[src/rtl/mem_access_stage_pkg.sv]
// Shared definitions for the MEM stage: access sizes, FSM states and the
// store-side lane helpers.
package mem_access_stage_pkg;

  typedef enum logic [1:0] {
    ST_IDLE = 2'd0,
    ST_BUSY = 2'd1,
    ST_DONE = 2'd2
  } state_e;

  localparam logic [1:0] SZ_BYTE = 2'b00;
  localparam logic [1:0] SZ_HALF = 2'b01;
  localparam logic [1:0] SZ_WORD = 2'b10;

  // Reserved size code 2'b11 behaves as a word everywhere.
  function automatic logic misaligned(input logic [1:0] size, input logic [1:0] a);
    logic m;
    m = 1'b0;
    case (size)
      SZ_BYTE: m = 1'b0;
      SZ_HALF: m = a[0];
      default: m = (a != 2'b00);
    endcase
    return m;
  endfunction

  function automatic logic [3:0] byte_en(input logic [1:0] size, input logic [1:0] a);
    logic [3:0] be;
    be = 4'b0000;
    case (size)
      SZ_BYTE: be = 4'b0001 << a;
      SZ_HALF: be = a[1] ? 4'b1100 : 4'b0011;
      default: be = 4'b1111;
    endcase
    return be;
  endfunction

  function automatic logic [31:0] store_data(input logic [1:0] size, input logic [31:0] wd);
    logic [31:0] d;
    d = 32'd0;
    case (size)
      SZ_BYTE: d = {4{wd[7:0]}};
      SZ_HALF: d = {2{wd[15:0]}};
      default: d = wd;
    endcase
    return d;
  endfunction

endpackage

[src/rtl/mem_access_stage_if.sv]
// Data-memory bus between the MEM stage (master) and the memory (slave).
interface mem_access_stage_if;
  logic        mem_req;
  logic        mem_we;
  logic [31:0] mem_addr;
  logic [31:0] mem_wdata;
  logic [3:0]  mem_be;
  logic [31:0] mem_rdata;
  logic        mem_ack;

  modport master (
    output mem_req, mem_we, mem_addr, mem_wdata, mem_be,
    input  mem_rdata, mem_ack
  );

  modport slave (
    input  mem_req, mem_we, mem_addr, mem_wdata, mem_be,
    output mem_rdata, mem_ack
  );
endinterface

[src/rtl/mem_access_stage_load_align.sv]
// Load lane select and sign/zero extension; purely combinational so the
// cache fill path can share it.
module load_align
  import mem_access_stage_pkg::*;
(
  input  logic [31:0] rdata,
  input  logic [1:0]  a,
  input  logic [1:0]  size,
  input  logic        uns,
  output logic [31:0] data
);
  logic [7:0]  byte_s;
  logic [15:0] half_s;

  // Pick the addressed lane, then widen it.
  always_comb begin
    byte_s = 8'd0;
    data   = 32'd0;
    case (a)
      2'd0:    byte_s = rdata[7:0];
      2'd1:    byte_s = rdata[15:8];
      2'd2:    byte_s = rdata[23:16];
      2'd3:    byte_s = rdata[31:24];
      default: byte_s = 8'd0;
    endcase
    half_s = a[1] ? rdata[31:16] : rdata[15:0];
    case (size)
      SZ_BYTE: data = uns ? {24'd0, byte_s} : {{24{byte_s[7]}}, byte_s};
      SZ_HALF: data = uns ? {16'd0, half_s} : {{16{half_s[15]}}, half_s};
      default: data = rdata;
    endcase
  end
endmodule

[src/rtl/mem_access_stage.sv]
// MEM pipeline stage: drives the data bus for loads/stores, stalls upstream
// while an access is outstanding and forwards results to MEM/WB.
module mem_access_stage
  import mem_access_stage_pkg::*;
#(
  parameter int TIMEOUT = 16,
  parameter int CNT_W   = 5
) (
  input  logic               clk,
  input  logic               rst_n,
  input  logic               valid,
  input  logic               MemRead,
  input  logic               MemWrite,
  input  logic [1:0]         MemSize,
  input  logic               MemUnsigned,
  input  logic [2:0]         WB,
  input  logic [31:0]        ALUresult,
  input  logic [31:0]        WriteData,
  input  logic [4:0]         Rd,
  input  logic [31:0]        PCplus,
  mem_access_stage_if.master bus,
  output logic               stall,
  output logic               bus_fault,
  output logic [2:0]         WB_out,
  output logic [31:0]        MemData_out,
  output logic [31:0]        ALUresult_out,
  output logic [4:0]         Rd_out,
  output logic [31:0]        PCplus_out
);
  state_e            state_r, state_nx_s;
  logic [CNT_W-1:0]  cnt_r;
  logic              kill_r, bus_fault_r, req_r, we_r;
  logic [31:0]       addr_r, wdata_r, mem_data_r, ld_data_s;
  logic [3:0]        be_r;
  logic              mop_s, misalign_s, start_s, ack_s, timeout_s, fault_s;

  assign mop_s      = valid & (MemRead | MemWrite);
  assign misalign_s = misaligned(MemSize, ALUresult[1:0]);

  load_align u_load_align (
    .rdata (bus.mem_rdata),
    .a     (ALUresult[1:0]),
    .size  (MemSize),
    .uns   (MemUnsigned),
    .data  (ld_data_s)
  );

  // Next state and the events that steer the registers.
  always_comb begin
    state_nx_s = state_r;
    start_s    = 1'b0;
    ack_s      = 1'b0;
    timeout_s  = 1'b0;
    fault_s    = 1'b0;
    case (state_r)
      ST_IDLE: begin
        if (mop_s && !misalign_s) begin
          state_nx_s = ST_BUSY;
          start_s    = 1'b1;
        end else if (mop_s) begin
          fault_s = 1'b1;
        end else begin
          state_nx_s = ST_IDLE;
        end
      end
      ST_BUSY: begin
        // An ack arriving on the last allowed cycle still completes normally.
        if (bus.mem_ack) begin
          state_nx_s = ST_DONE;
          ack_s      = 1'b1;
        end else if (cnt_r == CNT_W'(TIMEOUT - 1)) begin
          state_nx_s = ST_DONE;
          timeout_s  = 1'b1;
        end else begin
          state_nx_s = ST_BUSY;
        end
      end
      ST_DONE: state_nx_s = ST_IDLE;
      default: state_nx_s = ST_IDLE;
    endcase
  end

  // State, timeout counter, bus request and load-data registers.
  always_ff @(posedge clk or negedge rst_n) begin
    if (!rst_n) begin
      state_r     <= ST_IDLE;
      cnt_r       <= {CNT_W{1'b0}};
      kill_r      <= 1'b0;
      bus_fault_r <= 1'b0;
      req_r       <= 1'b0;
      we_r        <= 1'b0;
      addr_r      <= 32'd0;
      wdata_r     <= 32'd0;
      be_r        <= 4'd0;
      mem_data_r  <= 32'd0;
    end else begin
      state_r     <= state_nx_s;
      bus_fault_r <= fault_s | timeout_s;
      if (start_s) begin
        req_r      <= 1'b1;
        we_r       <= MemWrite & ~MemRead;
        addr_r     <= {ALUresult[31:2], 2'b00};
        wdata_r    <= store_data(MemSize, WriteData);
        be_r       <= byte_en(MemSize, ALUresult[1:0]);
        cnt_r      <= {CNT_W{1'b0}};
        mem_data_r <= 32'd0;
      end else if (ack_s) begin
        req_r      <= 1'b0;
        mem_data_r <= MemRead ? ld_data_s : 32'd0;
      end else if (timeout_s) begin
        req_r  <= 1'b0;
        kill_r <= 1'b1;
      end else if (state_r == ST_BUSY) begin
        cnt_r <= cnt_r + CNT_W'(1);
      end else if (state_r == ST_DONE) begin
        kill_r <= 1'b0;
      end
    end
  end

  // Stall and MEM/WB-facing outputs; WB is bubbled while stalled.
  always_comb begin
    stall       = 1'b0;
    WB_out      = WB;
    MemData_out = 32'd0;
    case (state_r)
      ST_IDLE: begin
        if (mop_s && !misalign_s) begin
          stall  = rst_n;
          WB_out = 3'd0;
        end else if (mop_s) begin
          WB_out = 3'd0;
        end else begin
          WB_out = WB;
        end
      end
      ST_BUSY: begin
        stall  = 1'b1;
        WB_out = 3'd0;
      end
      ST_DONE: begin
        MemData_out = mem_data_r;
        WB_out      = kill_r ? 3'd0 : WB;
      end
      default: begin
        stall  = 1'b0;
        WB_out = 3'd0;
      end
    endcase
  end

  assign bus.mem_req    = req_r;
  assign bus.mem_we     = we_r;
  assign bus.mem_addr   = addr_r;
  assign bus.mem_wdata  = wdata_r;
  assign bus.mem_be     = be_r;
  assign bus_fault      = bus_fault_r;
  assign ALUresult_out  = ALUresult;
  assign Rd_out         = Rd;
  assign PCplus_out     = PCplus;
endmodule

[src/flat_wrapper.sv]
// flat-port wrapper written by rule: the top's interface ports become plain ports
module mem_access_stage_flat import mem_access_stage_pkg::*;
#(
  parameter int TIMEOUT = 16,
  parameter int CNT_W   = 5
)
  (clk, rst_n, valid, MemRead, MemWrite, MemSize, MemUnsigned, WB, ALUresult, WriteData, Rd, PCplus, stall, bus_fault, WB_out, MemData_out, ALUresult_out, Rd_out, PCplus_out, bus_mem_req, bus_mem_we, bus_mem_addr, bus_mem_wdata, bus_mem_be, bus_mem_rdata, bus_mem_ack);
  mem_access_stage_if bus_i ();
  input  logic clk;
  input  logic rst_n;
  input  logic valid;
  input  logic MemRead;
  input  logic MemWrite;
  input  logic [1:0] MemSize;
  input  logic MemUnsigned;
  input  logic [2:0] WB;
  input  logic [31:0] ALUresult;
  input  logic [31:0] WriteData;
  input  logic [4:0] Rd;
  input  logic [31:0] PCplus;
  output logic stall;
  output logic bus_fault;
  output logic [2:0] WB_out;
  output logic [31:0] MemData_out;
  output logic [31:0] ALUresult_out;
  output logic [4:0] Rd_out;
  output logic [31:0] PCplus_out;
  output wire logic [$bits(bus_i.mem_req)-1:0] bus_mem_req;
  output wire logic [$bits(bus_i.mem_we)-1:0] bus_mem_we;
  output wire logic [$bits(bus_i.mem_addr)-1:0] bus_mem_addr;
  output wire logic [$bits(bus_i.mem_wdata)-1:0] bus_mem_wdata;
  output wire logic [$bits(bus_i.mem_be)-1:0] bus_mem_be;
  input wire logic [$bits(bus_i.mem_rdata)-1:0] bus_mem_rdata;
  input wire logic [$bits(bus_i.mem_ack)-1:0] bus_mem_ack;
  assign bus_mem_req = bus_i.mem_req;
  assign bus_mem_we = bus_i.mem_we;
  assign bus_mem_addr = bus_i.mem_addr;
  assign bus_mem_wdata = bus_i.mem_wdata;
  assign bus_mem_be = bus_i.mem_be;
  assign bus_i.mem_rdata = bus_mem_rdata;
  assign bus_i.mem_ack = bus_mem_ack;
  mem_access_stage #(.TIMEOUT(TIMEOUT), .CNT_W(CNT_W)) u_core (.clk(clk), .rst_n(rst_n), .valid(valid), .MemRead(MemRead), .MemWrite(MemWrite), .MemSize(MemSize), .MemUnsigned(MemUnsigned), .WB(WB), .ALUresult(ALUresult), .WriteData(WriteData), .Rd(Rd), .PCplus(PCplus), .bus(bus_i), .stall(stall), .bus_fault(bus_fault), .WB_out(WB_out), .MemData_out(MemData_out), .ALUresult_out(ALUresult_out), .Rd_out(Rd_out), .PCplus_out(PCplus_out));
endmodule
[config.mk]
export PLATFORM = sky130hd
export DESIGN_NAME = mem_access_stage_flat
export DESIGN_NICKNAME = d
export VERILOG_FILES = /design/src/rtl/mem_access_stage_pkg.sv /design/src/rtl/mem_access_stage_if.sv /design/src/rtl/mem_access_stage_load_align.sv /design/src/rtl/mem_access_stage.sv /design/src/flat_wrapper.sv
export SDC_FILE = /design/constraint.sdc
export NUM_CORES = 1
export LEC_CHECK = 0
export CORE_ASPECT_RATIO = 2
export CORE_MARGIN = 2
export CORE_UTILIZATION = 44
export DETAILED_ROUTE_END_ITERATION = 10
export MAX_ROUTING_LAYER = met4
export PLACE_DENSITY_LB_ADDON = 0.3
export SLEW_MARGIN = 25
export SYNTH_ARGS = -nofsm -noshare
export SYNTH_HDL_FRONTEND = slang
export SYNTH_HIERARCHICAL = 1
export SYNTH_SLANG_ARGS = --single-unit
[constraint.sdc]
create_clock -name clk -period 2.8 [get_ports clk]
set_input_delay 0.28 -clock clk [delete_from_list [all_inputs] [get_ports clk]]
set_output_delay 0.28 -clock clk [all_outputs]
set_load 0.01 [all_outputs]
**Word-level counts from Yosys, hierarchy flattened**

Cells that the tools add are included.

- Bits in registers: 109
- Input port bits: 145
- Output and inout bits: 176
- Word-level logic and storage cells: 86

- $add $sub $neg: 1
- Equal/unequal tests: 11
- Shift-type cells: 1
- Mux-type cells: 44
- Bitwise operators: 7
- Reduce and logical (&&, ||, !) cells: 12

Operators with widths:

| cell | number |
|---|---|
| $mux W32 | 6 |
| $pmux W32 S2 | 2 |
| $pmux W8 S4 | 1 |
| $mux W5 | 4 |
| $mux W1 | 17 |
| $mux W16 | 1 |
| $mux W3 | 3 |
| $mux W2 | 4 |
| $pmux W4 S2 | 1 |
| $reduce_bool A2 Y1 | 4 |
| $eq A2 B1 Y1 const B | 3 |
| $eq A2 B2 Y1 const B | 3 |
| $logic_not A2 Y1 | 3 |
| $ne A2 B1 Y1 const B | 3 |
| $pmux W3 S2 | 1 |
| $add A5 B1 Y5 const B | 1 |
| $eq A5 B4 Y1 const B | 1 |
| $mux W4 | 1 |
| $pmux W1 S2 | 2 |
| $pmux W2 S2 | 1 |
| $reduce_and A4 Y1 | 1 |
| $shl A1 B2 Y4 const A | 1 |
| $ne A3 B3 Y1 const B | 1 |
| $not A1 Y1 | 3 |
| 6 further kinds | 8 |

**Longest topological paths before layout**

- Depth after elaboration: 8
- Gate-level depth with buffers: 9

**By module**

The synthesis kept the hierarchy.

By module, submodules not included:

| module | instances | cells an instance | area an instance (sq um) | sequential area each (sq um) |
|---|---|---|---|---|
| mem_access_stage | 1 | 625 | 5,517.8 | 2,727.6 |
| load_align | 1 | 133 | 983.4 | 0.0 |

**Least setup slack after synthesis**

OpenSTA, ideal clock, no wires.

- Path kind: reg2out
- From: register u_core.state_r[1]
- To: output port stall
- Arrival: 1.685 ns
- Slack: 0.835 ns
- Stages on the path, launching flop included: 6
- Cell sequence: dfrtp_1 -> or2_0 -> clkbuf_1 -> a2111oi_4 -> a21oi_1 -> nor2_1

- Longest elaborated chain between the ends: 2

Ends and longest elaborated chain:

| element | line | text |
|---|---|---|
| start, declared | mem_access_stage.sv:30 | `state_e state_r, state_nx_s;` |
| start signal, assigned | mem_access_stage.sv:97 | `state_r <= state_nx_s;` |
| $eq A2 B1 Y1 / $logic_not A2 Y1 (equally long branches) | mem_access_stage.sv:126 | `case (state_r)` |
| $pmux W1 S2 * | mem_access_stage.sv:126 |  |
| end, declared | flat_wrapper.sv:21 | `output logic stall;` |

Mark *: on every way between the ends. The rest lies on a longest branch, timed or not.

**Worst setup path in the final report**

- From: register u_core.state_r[0]
- To: output port stall

Same word-level chain as after synthesis.

==> results.md <==
* Max-cap violations at 0
* Register area share after synthesis at 42.0%
* Routed via count at about 5900
* WL final at 20200 um
* Wire length on met1 at between 7000 and 8000 um
* Placement Rows at 62
* Syn_area_per_cell at 8.58 sq um
* P_leak at 0.00388 uW
* Cells after Synth at 758
* Pwr/cell area at 587 mW/mm^2
* Worst slew pin tran at 0.696 ns
* EDFF count, synth at 0
* Yosys top cell area share at 42.0%
* CTS tree: built
* Die width at approximately 90 um
* CTS Buffer Depth at 2
* Met3 Wirelength at 1220 um
* Hpwl dp at roughly 15000 um
* Hold buffers post-CTS at 0
* Total global-route track usage at a little over a quarter
* Area growth from synthesis to layout at 35.3%
* RSZ-0062 raised after global routing: no
* Final critical-path share of the clock period at 94.1%
* Top routing layer in use: met4
* Die area at 0.0158 sq mm
* Die height at 176 um
* Initial DRC Count at 280
* Status: completed
* Final Setup Violations at 0
* Setup Skew at approximately 0.011 ns
* R2r endpoint: u_core/cnt_r[3]$_DFFE_PN0P_
* Logic pwr share at 34.7%
* Met2 routed WL at 10900 um
* I/O Pins at 321
* Post-route ant nets at 0
* Clk pin slew, worst setup/hold paths at 0.08 ns
* Routed length per instance at 18.3 um
* Hold slack at 0.0574 ns
* Crit path time final at approximately 2.6 ns
* Nets at 1056
* Insertion delay to the later sink of the worst-skew pair at approximately 0.35 ns
* Pwr Total at 5160 uW
* Req. time, crit path at 2.52 ns
* Multiplexer share of the synthesized area at 6.77%
* Synth unique cells at 43
* FF-to-FF Start: u_core/cnt_r[0]$_DFFE_PN0P_
* Cell internal pwr at 3500 uW
* Crit path DAT at 2.35 ns
* Detailed Routing Iterations Pass 1 at 4
* Port Buf Inserts at ~240
* Number of global-route vias before repair at 6013
* # DRC at 0
* IR drop worst, VDD at approximately 0.41 mV
* Post-synthesis simple-gate area fraction at 23.9%
* Worst Setup Start Kind: flop
* Pin count of the biggest net entering global routing at 89
* Most frequent cells in the layout: clkdlybuf4s50_1 (242), nand2_1 (205), dfrtp_1 (109), nand3_1 (45), a21oi_1 (43)
* Hold Path Class: primary input to async pin
* Sequential share of power at 41.3%
* Largest family of logic cells by synthesized area: simple AND/OR/NAND/NOR gates
* Synth Flop Type: dfrtp_1
* Synth warnings at 6
* CTS buffer count at 9
* Core area at approximately 0.014 sq mm
* Synth Area in Compound Gates at 12.8%
* Fmax at 0.380 GHz
* Total negative slack at 0 ns
* Antenna Cells at 0
* Antenna violations before repair at 0
* Syn Std Cell Area at 0.00650 sq mm
* Synth Area in XOR/XNOR at 0.269%
* Worst R2R Setup Slack at 0.67 ns
* Net Sw Power at approximately 1700 uW
* Clock Power Share at between 20% and 30%
* Share of cells above drive strength 1 at 7.22%
* Critical path type: flop to primary output
* Fraction of registers with async set/reset at 100%
* Initial Util at ~45%
* Gp weighted congestion at 0.934
* Clk sink count at around 110
* #FFs+latches synth at around 110
* CP Capture Type: primary output
* Post-synth top area cell: dfrtp_1
* Slew HR at a little over half
* Max Slew Vio Count at 0
* Switching share of power at 32.3%
* Global-route wire length before repair at 31900 um
* H-Tree Level Count at 3
* Worst Path Max Fanout at 8
* Area contributors post-synth: dfrtp_1 (42%), nand2_1 (12%), buf_4 (8.3%)
* Post-CTS setup buffer count at 0
* CTS resizes at 0
* Routed vias/inst at approximately 5.3
* Post-Synth Adder-Cell Area at less than 1%
* Gr ovfl total at 0
* Most common cell after layout, fill and taps aside: clkdlybuf4s50_1
* R2r worst-path depth at 7
* Final Hold Vio Count at 0
* Clock root cell: clkbuf_16
[critical path, cell delays in order (launching register included)]
cell,delay (ns)
dfrtp_1,0.48
or2_0,0.36
a2111oi_4,0.34
a21oi_1,0.15
nor2_1,0.10
clkdlybuf4s50_1,0.59
[synthesized netlist by cell type, types with 10 or more instances]
| master | n |
|---|---|
| buf_6 | 13 |
| buf_2 | 17 |
| nor2b_1 | 21 |
| nor2_1 | 25 |
| o21ai_1 | 20 |
| buf_4 | 72 |
| nand2_1 | 205 |
| and2_1 | 37 |
| dfrtp_1 | 109 |
| a21oi_1 | 43 |
| o211ai_2 | 10 |
| o21ai_0 | 12 |
| clkbuf_1 | 24 |
| nand3_1 | 45 |
| mux2i_1 | 26 |
[logic make-up after synthesis]
kind of cell | count (synthesis)
compound gates | 125
xor+xnor | 2
fa+ha+maj | 2
buf+inv | 135
flops | 109
mux | 35
other cells | 1
simple gates | 349
[power groups by stage]
stage                     combinational [uW]  clock [uW]  sequential, uW
final                                   1790        1240            2130
after CTS                               1810        1270            2130
after detailed placement                1800           0            2160
after global routing                    1940        1340            2180
after floorplan                          704           0            2270
after global placement                  1780           0            2150
[routing by layer]
layer / global-route usage (%) / up-vias
met4: 13.6 / 0
met2: 46.8 / 264
li1: - / 2759
met1: 28.2 / 2791
met5: - / -
met3: 3.82 / 62
[through the flow]
stage | setup slack, ns | util, % | instances | instance area, sq um
after floorplan | 0.835 | - | 759 | 6500
after global placement | 0.248 | 59.0 | 1090 | 8510
after detailed placement | 0.242 | 59.0 | 1090 | 8510
after CTS | 0.160 | 60.9 | 1106 | 8790
after global routing | 0.0445 | 61.0 | 1106 | 8790
final | 0.166 | 61.0 | 1106 | 8790
[state kept, by name (all words and copies together), names as in the netlist]
register / flops
u_core/bus.mem_addr: 30
u_core/bus.mem_be: 4
u_core/bus.mem_req: 1
u_core/bus.mem_wdata: 32
u_core/bus.mem_we: 1
u_core/bus_fault: 1
u_core/cnt_r: 5
u_core/kill_r: 1
u_core/mem_data_r: 32
u_core/state_r: 2
[layout make-up]
| class | count | area (sq um) |
|---|---|---|
| Timing Repair Buffer | 267 | 2640 |
| Multi-Input combinational cell | 515 | 2880 |
| Inverter | 7 | 26.3 |
| Tap cell | 192 | 240 |
| Clock inverter | 6 | 52.6 |
| Fill cell | 1306 | 5630 |
| Clock buffer | 10 | 229 |
| Sequential cell | 109 | 2730 |
[worst max path at each step]
| stage | startpoint | to | slack (ns) |
|---|---|---|---|
| 2_1_floorplan | u_core/state_r[1]$_DFFE_PN0P_ | stall | 0.83 |
| 3_3_place_gp | ALUresult[0] | stall | 0.25 |
| 3_5_place_dp | ALUresult[0] | stall | 0.24 |
| 4_1_cts | u_core/state_r[1]$_DFFE_PN0P_ | stall | 0.16 |
| 5_1_grt | u_core/state_r[1]$_DFFE_PN0P_ | stall | 0.04 |
| 6_report | u_core/state_r[0]$_DFFE_PN0P_ | stall | 0.17 |
No activity file was read; power rests on OpenSTA's default activity.
